===== src/rtl/cache_defs.sv =====
// rtl/cache_defs.sv - shared instruction-cache definitions for the line fill engine
package cache_defs;

   localparam int ICACHE_LINE_WIDTH = 128;
   localparam int ICACHE_BUS_WIDTH  = 32;
   localparam int ICACHE_ADDR_WIDTH = 32;
   localparam int ICACHE_BEATS      = ICACHE_LINE_WIDTH / ICACHE_BUS_WIDTH;

   typedef enum logic [1:0] {
      FILL_IDLE  = 2'd0,
      FILL_REQ   = 2'd1,
      FILL_DRAIN = 2'd2,
      FILL_DONE  = 2'd3
   } type_icache_fill_states_e;

endpackage


===== src/rtl/icache_mem_fill_if.sv =====
// rtl/icache_mem_fill_if.sv - cache-side and bus-side signal bundle of the line fill engine
interface icache_mem_fill_if #(
   parameter int ICACHE_LINE_WIDTH = cache_defs::ICACHE_LINE_WIDTH,
   parameter int ICACHE_BUS_WIDTH  = cache_defs::ICACHE_BUS_WIDTH,
   parameter int ICACHE_ADDR_WIDTH = cache_defs::ICACHE_ADDR_WIDTH
);
   import cache_defs::*;

   logic                         icache2mem_req_i;
   logic [ICACHE_ADDR_WIDTH-1:0] icache2mem_addr_i;
   logic                         icache2mem_kill_i;
   logic                         mem2icache_ack_o;
   logic [ICACHE_LINE_WIDTH-1:0] mem2icache_data_o;

   logic                         bus_req_o;
   logic [ICACHE_ADDR_WIDTH-1:0] bus_addr_o;
   logic                         bus_ack_i;
   logic [ICACHE_BUS_WIDTH-1:0]  bus_rdata_i;

   // master is the fill engine; slave is the cache plus memory bus around it
   modport master (
      input  icache2mem_req_i, icache2mem_addr_i, icache2mem_kill_i, bus_ack_i, bus_rdata_i,
      output mem2icache_ack_o, mem2icache_data_o, bus_req_o, bus_addr_o
   );

   modport slave (
      output icache2mem_req_i, icache2mem_addr_i, icache2mem_kill_i, bus_ack_i, bus_rdata_i,
      input  mem2icache_ack_o, mem2icache_data_o, bus_req_o, bus_addr_o
   );

endinterface


===== src/rtl/icache_mem_fill.sv =====
// rtl/icache_mem_fill.sv - fetches one cache line as sequential single-beat bus reads
module icache_mem_fill #(
   parameter int ICACHE_LINE_WIDTH = cache_defs::ICACHE_LINE_WIDTH,
   parameter int ICACHE_BUS_WIDTH  = cache_defs::ICACHE_BUS_WIDTH,
   parameter int ICACHE_ADDR_WIDTH = cache_defs::ICACHE_ADDR_WIDTH
) (
   input  logic              clk_i,
   input  logic              rst_i,
   icache_mem_fill_if.master mem_if
);
   import cache_defs::*;

   localparam int BEATS      = ICACHE_LINE_WIDTH / ICACHE_BUS_WIDTH;
   localparam int CNT_W      = (BEATS > 1) ? $clog2(BEATS) : 1;
   localparam int LINE_BYTES = ICACHE_LINE_WIDTH / 8;
   localparam int BUS_OFF    = $clog2(ICACHE_BUS_WIDTH / 8);
   localparam logic [ICACHE_ADDR_WIDTH-1:0] LINE_MASK = ICACHE_ADDR_WIDTH'(LINE_BYTES - 1);
   localparam logic [CNT_W-1:0]             LAST_BEAT = CNT_W'(BEATS - 1);

   type_icache_fill_states_e     state_q, state_d;
   logic [ICACHE_ADDR_WIDTH-1:0] base_q, base_d;
   logic [CNT_W-1:0]             cnt_q, cnt_d;
   logic [ICACHE_LINE_WIDTH-1:0] line_q, line_d;

   always_ff @(posedge clk_i or posedge rst_i) begin
      if (rst_i) begin
         state_q <= FILL_IDLE;
      end else begin
         state_q <= state_d;
      end
   end

   always_ff @(posedge clk_i or posedge rst_i) begin
      if (rst_i) begin
         base_q <= '0;
         cnt_q  <= '0;
         line_q <= '0;
      end else begin
         base_q <= base_d;
         cnt_q  <= cnt_d;
         line_q <= line_d;
      end
   end

   always_comb begin
      state_d = state_q;
      base_d  = base_q;
      cnt_d   = cnt_q;
      line_d  = line_q;
      case (state_q)
         FILL_IDLE: begin
            if (mem_if.icache2mem_req_i && !mem_if.icache2mem_kill_i) begin
               base_d  = mem_if.icache2mem_addr_i & ~LINE_MASK;
               cnt_d   = '0;
               state_d = FILL_REQ;
            end
         end
         FILL_REQ: begin
            if (mem_if.bus_ack_i) begin
               if (mem_if.icache2mem_kill_i) begin
                  state_d = FILL_IDLE;
               end else begin
                  // beats land straight in the output register, beat 0 at the LSBs
                  line_d[int'(cnt_q) * ICACHE_BUS_WIDTH +: ICACHE_BUS_WIDTH] = mem_if.bus_rdata_i;
                  if (cnt_q == LAST_BEAT) begin
                     cnt_d   = '0;
                     state_d = FILL_DONE;
                  end else begin
                     cnt_d = cnt_q + CNT_W'(1);
                  end
               end
            end else if (mem_if.icache2mem_kill_i) begin
               state_d = FILL_DRAIN;
            end
         end
         // the outstanding beat must still complete on the bus; its data is dropped
         FILL_DRAIN: begin
            if (mem_if.bus_ack_i) begin
               state_d = FILL_IDLE;
            end
         end
         FILL_DONE: begin
            state_d = FILL_IDLE;
         end
         default: begin
            state_d = FILL_IDLE;
         end
      endcase
   end

   assign mem_if.bus_req_o         = (state_q == FILL_REQ) || (state_q == FILL_DRAIN);
   assign mem_if.bus_addr_o        = base_q + (ICACHE_ADDR_WIDTH'(cnt_q) << BUS_OFF);
   assign mem_if.mem2icache_ack_o  = (state_q == FILL_DONE);
   assign mem_if.mem2icache_data_o = line_q;

endmodule


===== src/flat_wrapper.sv =====
// flat-port wrapper written by rule: the top's interface ports become plain ports
module icache_mem_fill_flat import cache_defs::*;
#(
   parameter int ICACHE_LINE_WIDTH = cache_defs::ICACHE_LINE_WIDTH,
   parameter int ICACHE_BUS_WIDTH  = cache_defs::ICACHE_BUS_WIDTH,
   parameter int ICACHE_ADDR_WIDTH = cache_defs::ICACHE_ADDR_WIDTH
)
  (clk_i, rst_i, mem_if_icache2mem_req_i, mem_if_icache2mem_addr_i, mem_if_icache2mem_kill_i, mem_if_bus_ack_i, mem_if_bus_rdata_i, mem_if_mem2icache_ack_o, mem_if_mem2icache_data_o, mem_if_bus_req_o, mem_if_bus_addr_o);
  icache_mem_fill_if #(.ICACHE_LINE_WIDTH(ICACHE_LINE_WIDTH), .ICACHE_BUS_WIDTH(ICACHE_BUS_WIDTH), .ICACHE_ADDR_WIDTH(ICACHE_ADDR_WIDTH)) mem_if_i ();
  input  logic clk_i;
  input  logic rst_i;
  input wire logic [$bits(mem_if_i.icache2mem_req_i)-1:0] mem_if_icache2mem_req_i;
  input wire logic [$bits(mem_if_i.icache2mem_addr_i)-1:0] mem_if_icache2mem_addr_i;
  input wire logic [$bits(mem_if_i.icache2mem_kill_i)-1:0] mem_if_icache2mem_kill_i;
  input wire logic [$bits(mem_if_i.bus_ack_i)-1:0] mem_if_bus_ack_i;
  input wire logic [$bits(mem_if_i.bus_rdata_i)-1:0] mem_if_bus_rdata_i;
  output wire logic [$bits(mem_if_i.mem2icache_ack_o)-1:0] mem_if_mem2icache_ack_o;
  output wire logic [$bits(mem_if_i.mem2icache_data_o)-1:0] mem_if_mem2icache_data_o;
  output wire logic [$bits(mem_if_i.bus_req_o)-1:0] mem_if_bus_req_o;
  output wire logic [$bits(mem_if_i.bus_addr_o)-1:0] mem_if_bus_addr_o;
  assign mem_if_i.icache2mem_req_i = mem_if_icache2mem_req_i;
  assign mem_if_i.icache2mem_addr_i = mem_if_icache2mem_addr_i;
  assign mem_if_i.icache2mem_kill_i = mem_if_icache2mem_kill_i;
  assign mem_if_i.bus_ack_i = mem_if_bus_ack_i;
  assign mem_if_i.bus_rdata_i = mem_if_bus_rdata_i;
  assign mem_if_mem2icache_ack_o = mem_if_i.mem2icache_ack_o;
  assign mem_if_mem2icache_data_o = mem_if_i.mem2icache_data_o;
  assign mem_if_bus_req_o = mem_if_i.bus_req_o;
  assign mem_if_bus_addr_o = mem_if_i.bus_addr_o;
  icache_mem_fill #(.ICACHE_LINE_WIDTH(ICACHE_LINE_WIDTH), .ICACHE_BUS_WIDTH(ICACHE_BUS_WIDTH), .ICACHE_ADDR_WIDTH(ICACHE_ADDR_WIDTH)) u_core (.clk_i(clk_i), .rst_i(rst_i), .mem_if(mem_if_i));
endmodule

===== config.mk =====
export PLATFORM = sky130hd
export DESIGN_NAME = icache_mem_fill_flat
export DESIGN_NICKNAME = d
export VERILOG_FILES = /design/src/rtl/cache_defs.sv /design/src/rtl/icache_mem_fill_if.sv /design/src/rtl/icache_mem_fill.sv /design/src/flat_wrapper.sv
export SDC_FILE = /design/constraint.sdc
export NUM_CORES = 1
export LEC_CHECK = 0
export ABC_AREA = 1
export BUFFER_PORTS_ARGS = -buffer_cell sky130_fd_sc_hd__buf_4
export CAP_MARGIN = 0
export CELL_PAD_IN_SITES_DETAIL_PLACEMENT = 0
export CELL_PAD_IN_SITES_GLOBAL_PLACEMENT = 1
export CORE_MARGIN = 2
export CORE_UTILIZATION = 35
export DETAILED_ROUTE_END_ITERATION = 10
export PLACE_DENSITY = 0.78
export SLEW_MARGIN = 20
export SYNTH_ARGS = -nofsm -noshare
export SYNTH_HDL_FRONTEND = slang
export SYNTH_SLANG_ARGS = --single-unit

===== constraint.sdc =====
create_clock -name clk_i -period 5.2 [get_ports clk_i]
set_input_delay 0 -clock clk_i [delete_from_list [all_inputs] [get_ports clk_i]]
set_output_delay 0 -clock clk_i [all_outputs]
set_load 0.01 [all_outputs]

==> results of run 1 <==
critical path: stages (launching register included):
cell and delay (ps):
dfrtp_2 1040, inv_1 300, ha_1 330, inv_2 510, nand2_1 270, nor2_4 740
nand3_1 170, nand2_1 100
kinds of logic (layout without fill, tap and decap cells):
family,Yosys count,in the layout,synth area share
buffers and inverters,108,382,0.06629
AOI/OAI and AO/OA,110,110,0.08035
DFF,160,160,0.5844
adders and majority gates,12,12,0.02191
and+or+nand+nor,394,394,0.2465
other,1,2,0.0005473
metal layers:
layer  routed length [um]  vias to the layer above  share of wire  global-route usage
met4                  321                        0          0.015             0.06450
met2                10530                      232           0.48              0.3574
li1                     -                     3051              -                   -
met1                 9497                     2945           0.43              0.2792
met3                 1772                       21          0.080             0.06431
met5                    0                        -              0                   0
flip-flops by register name (all words and copies together) (netlist names):
register and flops:
u_core.cnt_q 2, u_core.base_q 28, u_core.mem_if.mem2icache_data_o 128, u_core.state_q 2
cell usage in the layout, fill, tap and decap left out, types with 4 or more instances in the layout:
cell           instances
ha_1                  12
inv_1                 51
clkbuf_16             17
inv_2                  6
nor2_1                20
dlygate4sd3_1         64
inv_6                  5
clkinvlp_4             4
nand3_1              125
o21ai_1               44
nor2_2                 4
buf_4                228
dfrtp_1              159
o21ai_0               64
nand2_1              239
layout make-up:
cell class,count,share of cell area
clock buffers,18,0.04441
clock inverters,13,0.01050
inverters,58,0.02252
multi-input cells,518,0.2434
flip-flops and latches,160,0.4050
well taps,265,0.03353
repair buffers,293,0.2406
power groups by stage:
stage,clock [mW],combinational (mW),sequential (mW)
CTS,1.21,1.37,1.67
global route,1.27,1.52,1.70
floorplan,0,0.629,1.73
finish,1.19,1.37,1.67
detailed placement,0,1.33,1.68
global placement,0,1.32,1.68
stage by stage:
step / hold slack (ps) / area (sq um) / power [mW] / utilization
final: 104.3 / 9889 / 4.218 / 0.5115
after detailed placement: 247.7 / 8678 / 3.014 / 0.4488
after floorplan: 137.7 / 6855 / 2.357 / -
after global placement: 246.6 / 8678 / 3.001 / 0.4488
after global routing: 122.8 / 9889 / 4.487 / 0.5115
after CTS: 345.4 / 9862 / 4.247 / 0.5101
final timing paths:
check | cells after the start | slack, ps | from | endpoint
hold / removal | 3 | 100 | rst_i | u_core.mem_if.mem2icache_data_o[94]
setup reg to reg | 7 | 1630 | u_core.cnt_q[0] | u_core.mem_if.mem2icache_data_o[77]
min in group clk_i | 4 | 360 | mem_if_bus_rdata_i[18] | u_core.mem_if.mem2icache_data_o[18]
max in group asynchronous | 5 | 3640 | rst_i | u_core.base_q[31]
hold reg to reg | 2 | 480 | u_core.mem_if.mem2icache_data_o[98] | u_core.mem_if.mem2icache_data_o[98]
setup / recovery | 7 | 1630 | u_core.cnt_q[0] | u_core.mem_if.mem2icache_data_o[77]
repair_timing:
item / in CTS / in global routing
hold buffers: 64 / 0
hold endpoints to repair: 263 / 0
endpoints found under the setup margin: 0 / 0
gates resized for setup: 0 / 0
==> summary.md, run 1 <==
| Metric | Value |
|---|---|
| Final min period | `3566 ps` |
| Clock share of power | `0.281` |
| Total number of vias | `6,249` |
| Setup-failing EPs final | `0` |
| Initial antenna violation count | `0` |
| CTS tree | `built` |
| Nets | `1,129` |
| DIE AREA | `0.02071 sq mm` |
| Sequential Power Share | `0.395` |
| Num CTS Buffers | `17` |
| Async SR Flop Fraction | `1.000` |
| Core area | `0.01933 sq mm` |
| Fill count | `1,835` |
| Clk Tree Root Cell | `clkbuf_16` |
| Share of cells above drive strength 1 | `0.2613` |
| N_diodes | `0` |
| Final std cells w/o fill | `1,325` |
| Final Hold Fails | `0` |
| Top FF cell, synth | `dfrtp_1` |
| DRC | `0` |
| Area grow syn2layout | `44.34%` |
| Drt wl/cell | `16.70 um` |
| Crit path DAT | `3930 ps` |
| Number of enable flip-flop cells after synthesis | `0` |
| H-tree levels | `4` |
| Dpl ws | `1706 ps` |
| Top-Level Pins | `231` |
| Syn. warnings | `0` |
| Max-Slew Margin vs Limit | `0.3061` |
| Max Cap Violations | `0` |
| Buffers on Ports | `224` |
| Commonest cells in the synthesized netlist | `nand2_1 (239), dfrtp_1 (160), nand3_1 (126), o21ai_0 (64), inv_1 (52)` |
| Post-CTS Setup Repair Bufs | `0` |
| Worst endpoint required time | `5560 ps` |
| Initial Util | `0.3544` |
| Power per standard cell area | `426.5 mW/mm^2` |
| Net Switching | `1.574 mW` |
| Setup crit start kind | `register` |
| Die W | `143.9 um` |
| Drt via density | `4.716` |
| Fmax | `280.4 MHz` |
| First-pass GRT wire length | `34,240 um` |
| Fin Setup TNS | `0 ps` |
| Storage cell area | `0.004005 sq mm` |
| HP Class | `primary input to asynchronous set/reset pin` |
| Sw Ratio | `0.3730` |
| RSZ-0062 raised after global routing | `false` |
| Maximum vdd drop | `0.2354 mV` |
| Status | `complete, no violations` |
| Reg clk slew, reported paths | `70 ps` |
| Row count | `51` |
| Worst slew pin tran | `1041 ps` |
| Seq/Total Area, Yosys | `0.5844` |
| Vert. Die Dim | `143.9 um` |
| Vias in the first global route | `6,141` |
| Synth Register Bits | `160` |
| Tot GR Track Use | `0.2179` |
| Dpl hpwl | `13,950 um` |
| Yosys top cell by area | `dfrtp_1` |
| Placer Congestion | `0.7858` |
| Distinct cells, synth | `19` |
| Netlist Area Pre-Place | `0.006852 sq mm` |
| Setup Skew | `9.879 ps` |
| Pleak | `5.246 nW` |
| Clk sinks | `160` |
| Post-synth top area share | `0.5844` |
| CP Capture Type | `register` |
| Mapped Cells | `785` |
| Setup CP Type | `register to register` |
| Placed cells | `1,229` |
| Fin crit share | `0.6858` |
| Final ANT Viol Nets | `0` |
| GRT overflow | `0` |
| Comb pwr share | `0.324` |
| Synth top area cells | `dfrtp_1 (58%), nand2_1 (13%), nand3_1 (9.2%)` |
| Worst-Skew Late Latency | `430 ps` |
| CP Max Fanout | `52` |
| Pint | `2.644 mW` |
| Synthesized area per cell | `8.728 sq um` |
| Final WS setup | `1634 ps` |
| Final wirelength | `22,120 um` |
| DR pass1 iterations | `4` |
| Most frequent cell after synthesis | `nand2_1` |
| Multi-input gate area | `0.002407 sq mm` |
| Max Slew Vio Count | `0` |
| Largest net degree at the start of global routing | `108` |
| Iter 0 DRT Violations | `447` |
| Clk buf depth | `2` |
Power figures use the tool's default switching activity.
==> inputs of run 2 (changes only) <==
Clock period 5.2 ns to 3.46 ns, I/O delays scaled along.
==> run 2 against run 1 <==
Clock-buffer cell count is the same; clock skew rose by 0.58 ps; register-to-register slack got worse by 650 ps; via count increased by 0.34%; highest routed layer unchanged.
==> summary.md, run 2 (synthesis results as in run 1) <==
| Metric | Value |
|---|---|
| Final ANT Viol Nets | `0 (unchanged)` |
| Final Hold Fails | `0 (unchanged)` |
| Largest net degree at the start of global routing | `92 (-15%)` |
| CP Capture Type | `register` |
| Reg clk slew, reported paths | `70 ps (about the same)` |
| H-tree levels | `4 (unchanged)` |
| Final core utilization | `0.5136 (+0.002136)` |
| RSZ-0062 raised after global routing | `false` |
| Worst slew pin tran | `902.6 ps (-138.2 ps)` |
| First-pass GRT wire length | `34,490 um (+0.75%)` |
| Die W | `143.9 um (unchanged)` |
| Area grow syn2layout | `44.94%` |
| Most common cell after layout, fill and taps aside | `nand2_1` |
| Most frequent cells in the layout | `nand2_1 (239), buf_4 (231), dfrtp_1 (159)` |
| N_diodes | `0 (unchanged)` |
| Final min period | `2480 ps (-1086 ps)` |
| Max Cap Violations | `0 (unchanged)` |
| Buffers on Ports | `224 (unchanged)` |
| Cts repair resizes | `0 (unchanged)` |
| CTS tree | `built` |
| Dpl hpwl | `14,490 um (+3.9%)` |
| Post-CTS Setup Repair Bufs | `0 (unchanged)` |
| Num CTS Buffers | `17 (unchanged)` |
| Maximum vdd drop | `0.3971 mV (+69%)` |
| Top-Level Pins | `231 (unchanged)` |
| Final wirelength | `22,270 um (+0.68%)` |
| Fin crit share | `0.7167 (+0.03092)` |
| Clk Tree Root Cell | `clkbuf_16` |
| Placer Congestion | `0.7819 (-0.50%)` |
| Max Slew Vio Count | `0 (unchanged)` |
| Final WS setup | `980.1 ps (-653.7 ps)` |
| Setup CP Type | `register to register` |
| Setup crit start kind | `register` |
| DRC | `0 (unchanged)` |
| Core area | `0.01933 sq mm (unchanged)` |
| HP Class | `primary input to asynchronous set/reset pin` |
| Fmax | `403.2 MHz (+44%)` |
| GRT overflow | `0 (unchanged)` |
| Row count | `51 (unchanged)` |
| Iter 0 DRT Violations | `412 (-7.8%)` |
| CP Max Fanout | `54 (+3.8%)` |
| Fill count | `1,826 (-0.49%)` |
| Storage cell area | `0.004005 sq mm (unchanged)` |
| Max-Slew Margin vs Limit | `0.3974 (+0.09129)` |
| Total number of vias | `6,270 (+0.34%)` |
| DIE AREA | `0.02071 sq mm (unchanged)` |
| Drt via density | `4.714 (about the same)` |
| Worst endpoint required time | `3740 ps (-1820 ps)` |
| Crit path DAT | `2760 ps (-1170 ps)` |
| Dpl ws | `952.6 ps (-753.5 ps)` |
| Multi-input gate area | `0.002407 sq mm (unchanged)` |
| Vert. Die Dim | `143.9 um (unchanged)` |
| DR pass1 iterations | `6 (+2)` |
| Vias in the first global route | `6,138 (-0.049%)` |
| Fin Setup TNS | `0 ps (unchanged)` |
| Nets | `1,133 (+0.35%)` |
| Tot GR Track Use | `0.2190 (+0.001146)` |
| Drt wl/cell | `16.75 um (+0.30%)` |
| Initial Util | `0.3544 (unchanged)` |
| Share of cells above drive strength 1 | `0.2638 (+0.002529)` |
| Power per standard cell area | `644.3 mW/mm^2 (+51%)` |
| Clk sinks | `160 (unchanged)` |
| Setup Skew | `10.46 ps (+0.5814 ps)` |
| Setup-failing EPs final | `0 (unchanged)` |
| Worst-Skew Late Latency | `440 ps (about the same)` |
| Pleak | `5.268 nW (+0.44%)` |
| Max reg flops | `128 (unchanged)` |
| Initial antenna violation count | `0 (unchanged)` |
| Pwr Total | `6.398 mW (+52%)` |
| Clk buf depth | `2 (unchanged)` |
| Status | `complete, no violations` |
-- run 2: path summary, 6_finish.rpt --
path / start / depth (start not counted) / endpoint / slack [ps]
min in group clk_i: mem_if_bus_rdata_i[15] / 4 / u_core.mem_if.mem2icache_data_o[15] / 360
worst max register to register: u_core.state_q[1] / 7 / u_core.mem_if.mem2icache_data_o[57] / 980
max in group asynchronous: rst_i / 4 / u_core.cnt_q[0] / 2260
worst max-delay path: u_core.state_q[1] / 7 / u_core.mem_if.mem2icache_data_o[57] / 980
worst min register to register: u_core.mem_if.mem2icache_data_o[96] / 2 / u_core.mem_if.mem2icache_data_o[96] / 480
worst min-delay path: rst_i / 3 / u_core.base_q[15] / 170
-- run 2: power breakdown --
group / internal [mW] / switching (mW)
Combinational: 0.846 / 1.30
Sequential: 2.22 / 0.219
Clock: 0.944 / 0.864
Total: 4.01 / 2.39
-- run 2: critical path, stage by stage, from the launching register on --
cell,delay (ps)
dfrtp_1,420
inv_1,130
ha_1,270
nand3_4,260
nor2_2,490
inv_2,500
nand2_1,170
o21ai_1,80
-- run 2: area by class of cell --
class / count / area share
clock buffers: 18 / 0.04322
repair buffers: 297 / 0.2432
well taps: 265 / 0.03339
inverters: 58 / 0.02230
clock inverters: 14 / 0.01222
multi-input cells: 518 / 0.2424
flip-flops and latches: 160 / 0.4033
-- run 2: metal layers --
layer	global-route usage	vias up	wire, um
met5	0	-	0
met4	0.05676	0	274
met3	0.05898	23	1475
met2	0.3504	218	10690
met1	0.2954	2968	9837
li1	-	3061	-
-- run 2: per-stage QoR --
step                      hold WS (ps)  cell area, sq um  instances
after global routing             193.8              9931       1330
after floorplan                  137.7              6859        786
final                            169.3              9931       1330
after CTS                        134.3              9931       1330
after global placement           46.61              8740       1234
after detailed placement         48.22              8740       1234
-- run 2: what timing repair did --
item	4_1_cts	5_1_grt
setup endpoints to repair	0	0
hold buffers	64	0
hold endpoints to repair	176	0
